**config.mk**
```make
export PLATFORM = sky130hd
export DESIGN_NAME = instr_encoder
export DESIGN_NICKNAME = d
export VERILOG_FILES = /design/src/rtl/instr_encoder.sv
export SDC_FILE = /design/constraint.sdc
export NUM_CORES = 1
export LEC_CHECK = 0
export CELL_PAD_IN_SITES_DETAIL_PLACEMENT = 1
export CELL_PAD_IN_SITES_GLOBAL_PLACEMENT = 1
export CORE_ASPECT_RATIO = 0.5
export CORE_MARGIN = 4
export CORE_UTILIZATION = 47
export CTS_CLUSTER_SIZE = 40
export DETAILED_ROUTE_END_ITERATION = 8
export PLACE_DENSITY_LB_ADDON = 0.1
export SKIP_CTS_REPAIR_TIMING = 1
export SLEW_MARGIN = 30
export SYNTH_ARGS = -nofsm -noshare
export SYNTH_HDL_FRONTEND = slang
export SYNTH_SLANG_ARGS = --single-unit
```
**constraint.sdc**
```tcl
create_clock -name clk -period 4.33 [get_ports clk]
set_clock_uncertainty 0.05 [all_clocks]
set_input_delay 0.433 -clock clk [delete_from_list [all_inputs] [get_ports clk]]
set_output_delay 0.433 -clock clk [all_outputs]
set_load 0.05 [all_outputs]
```
**src/rtl/instr_encoder.sv**
```systemverilog
// -----------------------------------------------------------------------------
// instr_encoder
//
// Takes one assembly-level request per handshake and validates it against the
// ISA field rules. A legal request is packed into a 16-bit instruction word and
// queued with a sequential program address for the instruction-memory loader.
// This is the write-side counterpart of the 16-bit instruction decoder.
//
// Ports
//   clk, rst_n            clock (rising edge), asynchronous active-low reset
//   in_valid / in_ready   request handshake; in_ready = FIFO not full
//   in_op                 opcode in decoder format {instr[15:12], instr[7:4]}
//   in_rdest, in_rsrc     register fields
//   in_imm                immediate (range-checked per instruction class)
//   in_cond               Jcond condition code
//   addr_load, addr_in    overwrite the program address counter
//   out_valid / out_ready FIFO head handshake
//   out_data, out_addr    encoded word and its program address at the head
//   err, err_op           sticky illegal-request flag and first offending op
//   count                 FIFO occupancy
// -----------------------------------------------------------------------------
module instr_encoder #(
    parameter int DEPTH     = 4,
    parameter int ADDR_W    = 16,
    parameter int BASE_ADDR = 0
) (
    input  logic                     clk,
    input  logic                     rst_n,
    input  logic                     in_valid,
    output logic                     in_ready,
    input  logic [7:0]               in_op,
    input  logic [3:0]               in_rdest,
    input  logic [3:0]               in_rsrc,
    input  logic [15:0]              in_imm,
    input  logic [3:0]               in_cond,
    input  logic                     addr_load,
    input  logic [ADDR_W-1:0]        addr_in,
    output logic                     out_valid,
    input  logic                     out_ready,
    output logic [15:0]              out_data,
    output logic [ADDR_W-1:0]        out_addr,
    output logic                     err,
    output logic [7:0]               err_op,
    output logic [$clog2(DEPTH):0]   count
);

    localparam int PTR_W = $clog2(DEPTH);
    localparam int CNT_W = PTR_W + 1;

    typedef struct packed {
        logic [ADDR_W-1:0] addr;
        logic [15:0]       data;
    } entry_t;

    // ------------------------------------------------------------------
    // Request decode / encode
    // ------------------------------------------------------------------
    logic [3:0]  op_hi;
    logic [3:0]  op_lo;
    logic        req_legal;
    logic [15:0] req_word;

    assign op_hi = in_op[7:4];
    assign op_lo = in_op[3:0];

    always_comb begin
        req_legal = 1'b0;
        req_word  = 16'h0000;
        case (op_hi)
            4'h0: begin
                // R-type ALU ops; A, C, D, E are holes in the opcode map
                case (op_lo)
                    4'hA, 4'hC, 4'hD, 4'hE: req_legal = 1'b0;
                    default: begin
                        req_legal = 1'b1;
                        req_word  = {op_hi, in_rdest, op_lo, in_rsrc};
                    end
                endcase
            end
            4'h8: begin
                if (op_lo[3:2] == 2'b01) begin
                    // 0x84..0x87 are register-form shifts (R-type)
                    req_legal = 1'b1;
                    req_word  = {op_hi, in_rdest, op_lo, in_rsrc};
                end else begin
                    // Shift-immediate: op[0] is a don't-care, op[3:1]
                    // selects direction/kind, amount is a 4-bit unsigned
                    case (op_lo[3:1])
                        3'b000, 3'b001, 3'b100, 3'b101: begin
                            req_legal = (in_imm[15:4] == 12'h000);
                            req_word  = {4'h8, in_rdest, op_lo[3:1], 1'b0,
                                         in_imm[3:0]};
                        end
                        default: req_legal = 1'b0;
                    endcase
                end
            end
            4'h4: begin
                case (op_lo)
                    4'h0, 4'h4, 4'h8: begin   // LOAD / STOR / JALR
                        req_legal = 1'b1;
                        req_word  = {4'h4, in_rdest, op_lo, in_rsrc};
                    end
                    4'hC: begin               // Jcond: cond sits in Rdest slot
                        req_legal = (in_cond != 4'hF);
                        req_word  = {4'h4, in_cond, 4'hC, in_rsrc};
                    end
                    default: req_legal = 1'b0;
                endcase
            end
            4'h1, 4'h2, 4'h3, 4'h5, 4'h6, 4'h7,
            4'h9, 4'hA, 4'hB, 4'hC: begin
                // 8-bit immediate must be a sign-extended value
                req_legal = (in_imm[15:8] == {8{in_imm[7]}});
                req_word  = {op_hi, in_rdest, in_imm[7:0]};
            end
            default: req_legal = 1'b0;
        endcase
    end

    // ------------------------------------------------------------------
    // State
    // ------------------------------------------------------------------
    entry_t [DEPTH-1:0] mem_q, mem_d;
    logic [PTR_W-1:0]   wr_ptr_q, wr_ptr_d;
    logic [PTR_W-1:0]   rd_ptr_q, rd_ptr_d;
    logic [CNT_W-1:0]   count_q, count_d;
    logic [ADDR_W-1:0]  pc_q, pc_d;
    logic               err_q, err_d;
    logic [7:0]         err_op_q, err_op_d;

    logic               accept;
    logic               push;
    logic               pop;
    logic [ADDR_W-1:0]  cur_addr;

    assign in_ready = (count_q < CNT_W'(DEPTH));
    assign accept   = in_valid && in_ready;
    assign push     = accept && req_legal;
    assign pop      = out_valid && out_ready;

    // A load in the same cycle as an enqueue applies to that word
    assign cur_addr = addr_load ? addr_in : pc_q;

    always_comb begin
        mem_d    = mem_q;
        wr_ptr_d = wr_ptr_q;
        rd_ptr_d = rd_ptr_q;
        count_d  = count_q;
        pc_d     = pc_q;
        err_d    = err_q;
        err_op_d = err_op_q;

        if (push) begin
            mem_d[wr_ptr_q].addr = cur_addr;
            mem_d[wr_ptr_q].data = req_word;
            wr_ptr_d             = wr_ptr_q + PTR_W'(1);
            pc_d                 = cur_addr + ADDR_W'(1);
        end else if (addr_load) begin
            pc_d = addr_in;
        end

        if (pop) begin
            rd_ptr_d = rd_ptr_q + PTR_W'(1);
        end

        case ({push, pop})
            2'b10:   count_d = count_q + CNT_W'(1);
            2'b01:   count_d = count_q - CNT_W'(1);
            default: count_d = count_q;
        endcase

        if (accept && !req_legal) begin
            err_d = 1'b1;
            if (!err_q) begin
                err_op_d = in_op;
            end
        end
    end

    // Storage is reset too so the head reads as zero after reset
    always_ff @(posedge clk or negedge rst_n) begin
        if (!rst_n) begin
            mem_q    <= '0;
            wr_ptr_q <= '0;
            rd_ptr_q <= '0;
            count_q  <= '0;
            pc_q     <= ADDR_W'(BASE_ADDR);
            err_q    <= 1'b0;
            err_op_q <= 8'h00;
        end else begin
            mem_q    <= mem_d;
            wr_ptr_q <= wr_ptr_d;
            rd_ptr_q <= rd_ptr_d;
            count_q  <= count_d;
            pc_q     <= pc_d;
            err_q    <= err_d;
            err_op_q <= err_op_d;
        end
    end

    // ------------------------------------------------------------------
    // Outputs
    // ------------------------------------------------------------------
    assign out_valid = (count_q != '0);
    assign out_data  = mem_q[rd_ptr_q].data;
    assign out_addr  = mem_q[rd_ptr_q].addr;
    assign err       = err_q;
    assign err_op    = err_op_q;
    assign count     = count_q;

endmodule

```
==> results of run 1 <==
critical path, cell delays in order, from the launching register on:
cell	delay, ns
dfrtp_2	0.97
buf_4	0.32
mux4_2	0.52
clkdlybuf4s50_1	0.74
per-stage QoR:
step | util | instance area [um2]
after CTS | 0.603 | 9360
after global routing | 0.603 | 9370
after floorplan | - | 7530
final | 0.603 | 9370
after global placement | 0.566 | 8790
after detailed placement | 0.566 | 8790
cell usage in the layout (no fill, tap or decap), types with 17 or more instances in the layout:
| master | count |
|---|---|
| nand2_1 | 28 |
| mux2i_1 | 17 |
| nor2_1 | 112 |
| clkbuf_16 | 17 |
| mux4_2 | 32 |
| nand2b_1 | 23 |
| dfrtp_1 | 159 |
| mux2_2 | 17 |
| clkdlybuf4s50_1 | 101 |
| a21oi_1 | 107 |
path summary, 6_finish.rpt:
check	startpoint	endpoint	slack (ns)	depth (start not counted)
max in group asynchronous	rst_n	mem_q[41]	3.35	2
worst max register to register	count[2]	mem_q[56]	1.92	7
min in group clk	mem_q[15]	mem_q[15]	0.45	2
worst min-delay path	rst_n	mem_q[56]	0.05	1
worst min register to register	mem_q[15]	mem_q[15]	0.45	2
worst max-delay path	rd_ptr_q[0]	out_data[10]	0.84	3
state kept, by name, summed over array words and instances, names as in the netlist:
name,cells
mem_q,128
pc_q,16
err_op,8
count,3
rd_ptr_q,2
wr_ptr_q,2
err,1
final cells by class:
| type | count | area [um2] |
|---|---|---|
| Tap cell | 204 | 255 |
| Clock inverter | 15 | 146 |
| Clock buffer | 17 | 425 |
| Inverter | 12 | 45.0 |
| Fill cell | 1635 | 6170 |
| Multi-Input combinational cell | 463 | 3290 |
| Sequential cell | 160 | 4010 |
| Timing Repair Buffer | 118 | 1190 |
cell families (layout without fill, tap and decap cells):
group,after synthesis,after routing,share of synthesized area
buffers and inverters,51,162,0.0347
adders and majority gates,7,7,0.0126
xor gates and xnor gates,21,21,0.0244
and+or+nand+nor,206,206,0.127
DFF,160,160,0.532
AOI/OAI and AO/OA,163,163,0.125
muxes,66,66,0.144
where the power goes:
part | leakage, nW | internal, W | switching (W)
Clock | 0.279 | 0.000765 | 0.000708
Sequential | 2.09 | 0.00200 | 0.000401
Combinational | 1.68 | 0.00110 | 0.00155
Total | 4.05 | 0.00386 | 0.00266
layer usage:
layer	wire length, um	part of all wire
met5	0	0
met4	148	0.0072
met3	878	0.043
met2	10100	0.49
met1	9370	0.46
==> out/results.ini, run 1 <==
[global_route]
grtUsageMet3=0.0549
antenna_found_initial=0
grt_first_pass_wirelength_um=34000
overflow=0
globalRouteMet2Util=0.394
grt_pass1_vias=6120
grt_max_degree=102
met1_usage=0.319
top_usage_layer=met2
grt_use_total=0.235

[synthesis]
ys.flop_type=dfrtp_1
synth_nets=738
synthTopCellsByCount=dfrtp_1, nor2_1, a21oi_1
synth_area_leaders=dfrtp_1, mux4_2, a21oi_1, nor2_1, mux2_2
yosysSeqAreaShare=0.532
synth_top_area_frac=0.532
synth_edf_count=0
yosysMostFrequentCell=dfrtp_1
syn_area_per_cell_um2=11.2
ys_warn_count=0
synth_area_leader_cell=dfrtp_1
async_reset_ff_frac=1.00
syn_area_mm2=0.00753
yosys_register_bits=160
synth_cells=674
synth_cell_types=54

[floorplanning]
core_mm2=0.0155
io_pins=103
initial_core_util=0.485
die_x_um=187
rows=32
die_area_mm2=0.0182
die_h_um=97.5

[sta]
rsz0062_at_grt=no
finalWorstSetupSlack_ns=0.843
period_needed_ns=3.49
maxSlewViolCount=0
hold_ws_ns=0.0511
setup_viol_count_final=0
tns_ns=0
slew_headroom=0.384
tightest_slew_ns=0.924
hold_viol=0
period_share=0.805
timing.fmax_mhz=287

[clock_network]
cts_made_buffers=17
clkLatencyLatePin_ns=0.43
cts-root-to-sink-buffers=2
root_buffer=clkbuf_16
cts_max_level=4
path_clk_slew_ns=0.07
cts.sinks=160
cts_tree=done

[power]
finalPower_w=0.00653
p_per_area_mw_per_mm2=697
vdd_drop_max_mv=0.364
power_leakage_nw=4.05

[finish]
diodes=0
areaGrowthSynthToFinish_pct=24.4
layout-drive-gt1-share=0.144
fin_cells=989
final_nets=836

[min_path]
hold_path.class=in2async

[place]
place_inst=957
hpwl_um=13500
gp_congestion=0.757
io_buffers=102
dp_worst_setup_slack_ns=0.673

[drt]
dr.first_iter.drc_count=286
finalWirelength_um=20400
routedWlPerCell_um=20.7
dr.pass1.iters=4
ant_nets=0
vias=5609
route.detailed.drc=0
vias_per_cell=5.67

[worst_setup_path]
arrival_ns=3.00
path_class=reg2out
startpoint_type=flop
cp.required_ns=3.85
endpoint_kind=output pin
cp_max_fo=25

[job]
drv_cap=0

[run_status]
status=complete, no violations

Power figures use the tool's default switching activity.
==> run 2, diff against run 1 <==
--- a/config.mk
+++ b/config.mk
@@ -9,7 +9,7 @@
 export CELL_PAD_IN_SITES_GLOBAL_PLACEMENT = 1
 export CORE_ASPECT_RATIO = 0.5
 export CORE_MARGIN = 4
-export CORE_UTILIZATION = 47
+export CORE_UTILIZATION = 39
 export CTS_CLUSTER_SIZE = 40
 export DETAILED_ROUTE_END_ITERATION = 8
 export PLACE_DENSITY_LB_ADDON = 0.1
==> constraint.sdc (replaced) <==
create_clock -name clk -period 3.2 [get_ports clk]
set_clock_uncertainty 0.05 [all_clocks]
set_input_delay 0.32 -clock clk [delete_from_list [all_inputs] [get_ports clk]]
set_output_delay 0.32 -clock clk [all_outputs]
set_load 0.05 [all_outputs]
==> run 2 against run 1 <==
Count of clock-buffer cells in the layout is 2 higher. Global-route usage is 3.3 points lower. Via count is 0.50% higher.
==> out/results.ini, run 2 (synthesized netlist as in run 1, its figures left out) <==
[run_status]
status=complete, no violations

[finish]
diodes=0
layout_common_cells=dfrtp_1, nor2_1, a21oi_1
largest_reg_flops=128
mostFrequentLayoutCell=dfrtp_1
post-route-util=0.521
top_register=mem_q
stdcell_area_mm2=0.00972
layout-drive-gt1-share=0.219
areaGrowthSynthToFinish_pct=29.1
final_nets=872

[worst_setup_path]
path_class=in2reg
startpoint_type=input pin
cp_max_fo=2
cp.required_ns=3.46
startpoint=in_op[6]
arrival_ns=3.00
rr_startpoint=count[2]
endpoint_kind=flop
ff2ff_path_depth=7

[clock_network]
cts_tree=done
cts_max_level=4
path_clk_slew_ns=0.07
clkLatencyLatePin_ns=0.43
cts-root-to-sink-buffers=2
cts.sinks=160
cts_made_buffers=17
root_buffer=clkbuf_16

[floorplanning]
die_h_um=106
initial_core_util=0.403
io_pins=103
die_area_mm2=0.0217
rows=35
die_x_um=204
core_mm2=0.0187

[job]
drv_cap=0

[drt]
ant_nets=0
vias_per_cell=5.22
dr.pass1.iters=4
routedWlPerCell_um=19.1
vias=5637
route.detailed.drc=0
dr.first_iter.drc_count=213
finalWirelength_um=20600

[global_route]
grt_pass1_vias=6188
grt_first_pass_wirelength_um=34300
antenna_found_initial=0
overflow=0
grt_use_total=0.201
grt_max_degree=66

[sta]
slew_headroom=0.512
tightest_slew_ns=0.730
period_needed_ns=2.74
period_share=0.855
maxSlewViolCount=0
timing.fmax_mhz=365
hold_viol=0
tns_ns=0
setup_viol_count_final=0
rsz0062_at_grt=no

[place]
io_buffers=102
place_area_mm2=0.00907
gp_congestion=0.769
hpwl_um=14800

[power]
p_per_area_mw_per_mm2=923
vdd_drop_max_mv=0.440
power_leakage_nw=4.32

[min_path]
hold_path.class=in2async

## run 2: critical path: stages
cell	delay, ns
clkdlybuf4s50_1	0.48
or3b_1	0.38
or4_4	0.45
o22a_4	0.23
a31oi_2	0.26
inv_1	0.08
ha_1	0.21
inv_1	0.07
fa_1	0.18
xor2_1	0.15
nor2_1	0.06
xnor2_1	0.12
## run 2: path summary, 6_finish.rpt
path	slack, ns	end
worst max-delay path	0.46	count[2]
worst min-delay path	0.35	mem_q[72]
worst max register to register	0.82	mem_q[3]
worst min register to register	0.44	count[0]
max in group asynchronous	1.98	rd_ptr_q[0]
min in group clk	0.44	count[0]
## run 2: final cells by class
type | count | area, um2
inverters | 12 | 45.0
clock buffers | 19 | 453
flip-flops and latches | 160 | 4010
multi-input cells | 463 | 3290
well taps | 259 | 324
fillers | 2015 | 8940
repair buffers | 154 | 1410
clock inverters | 13 | 184
## run 2: power by group
part / switching, W / internal (W) / total (W)
combinational: 0.00222 / 0.00143 / 0.00365
sequential: 0.000393 / 0.00271 / 0.00310
clock: 0.000866 / 0.00135 / 0.00221
total: 0.00348 / 0.00549 / 0.00897
## run 2: metal layers
layer  global-route usage  vias to the layer above  routed length (um)
li1                     -                     2643                   -
met1                0.290                     2889               10200
met2                0.312                       94                9500
met3               0.0494                       11                 811
met4               0.0430                        0                 102
met5                    0                        -                   0
## run 2: through the flow
step / instances / worst slack, ns / hold WS (ns) / power (W)
finish: 1080 / 0.463 / 0.345 / 0.00897
global route: 1080 / 0.298 / 0.392 / 0.00949
CTS: 1079 / 0.491 / -0.213 / 0.00907
detailed placement: 1047 / 0.0314 / 0.251 / 0.00683
global placement: 1047 / 0.0994 / 0.247 / 0.00671
floorplan: 674 / 0.309 / -0.0256 / 0.00562
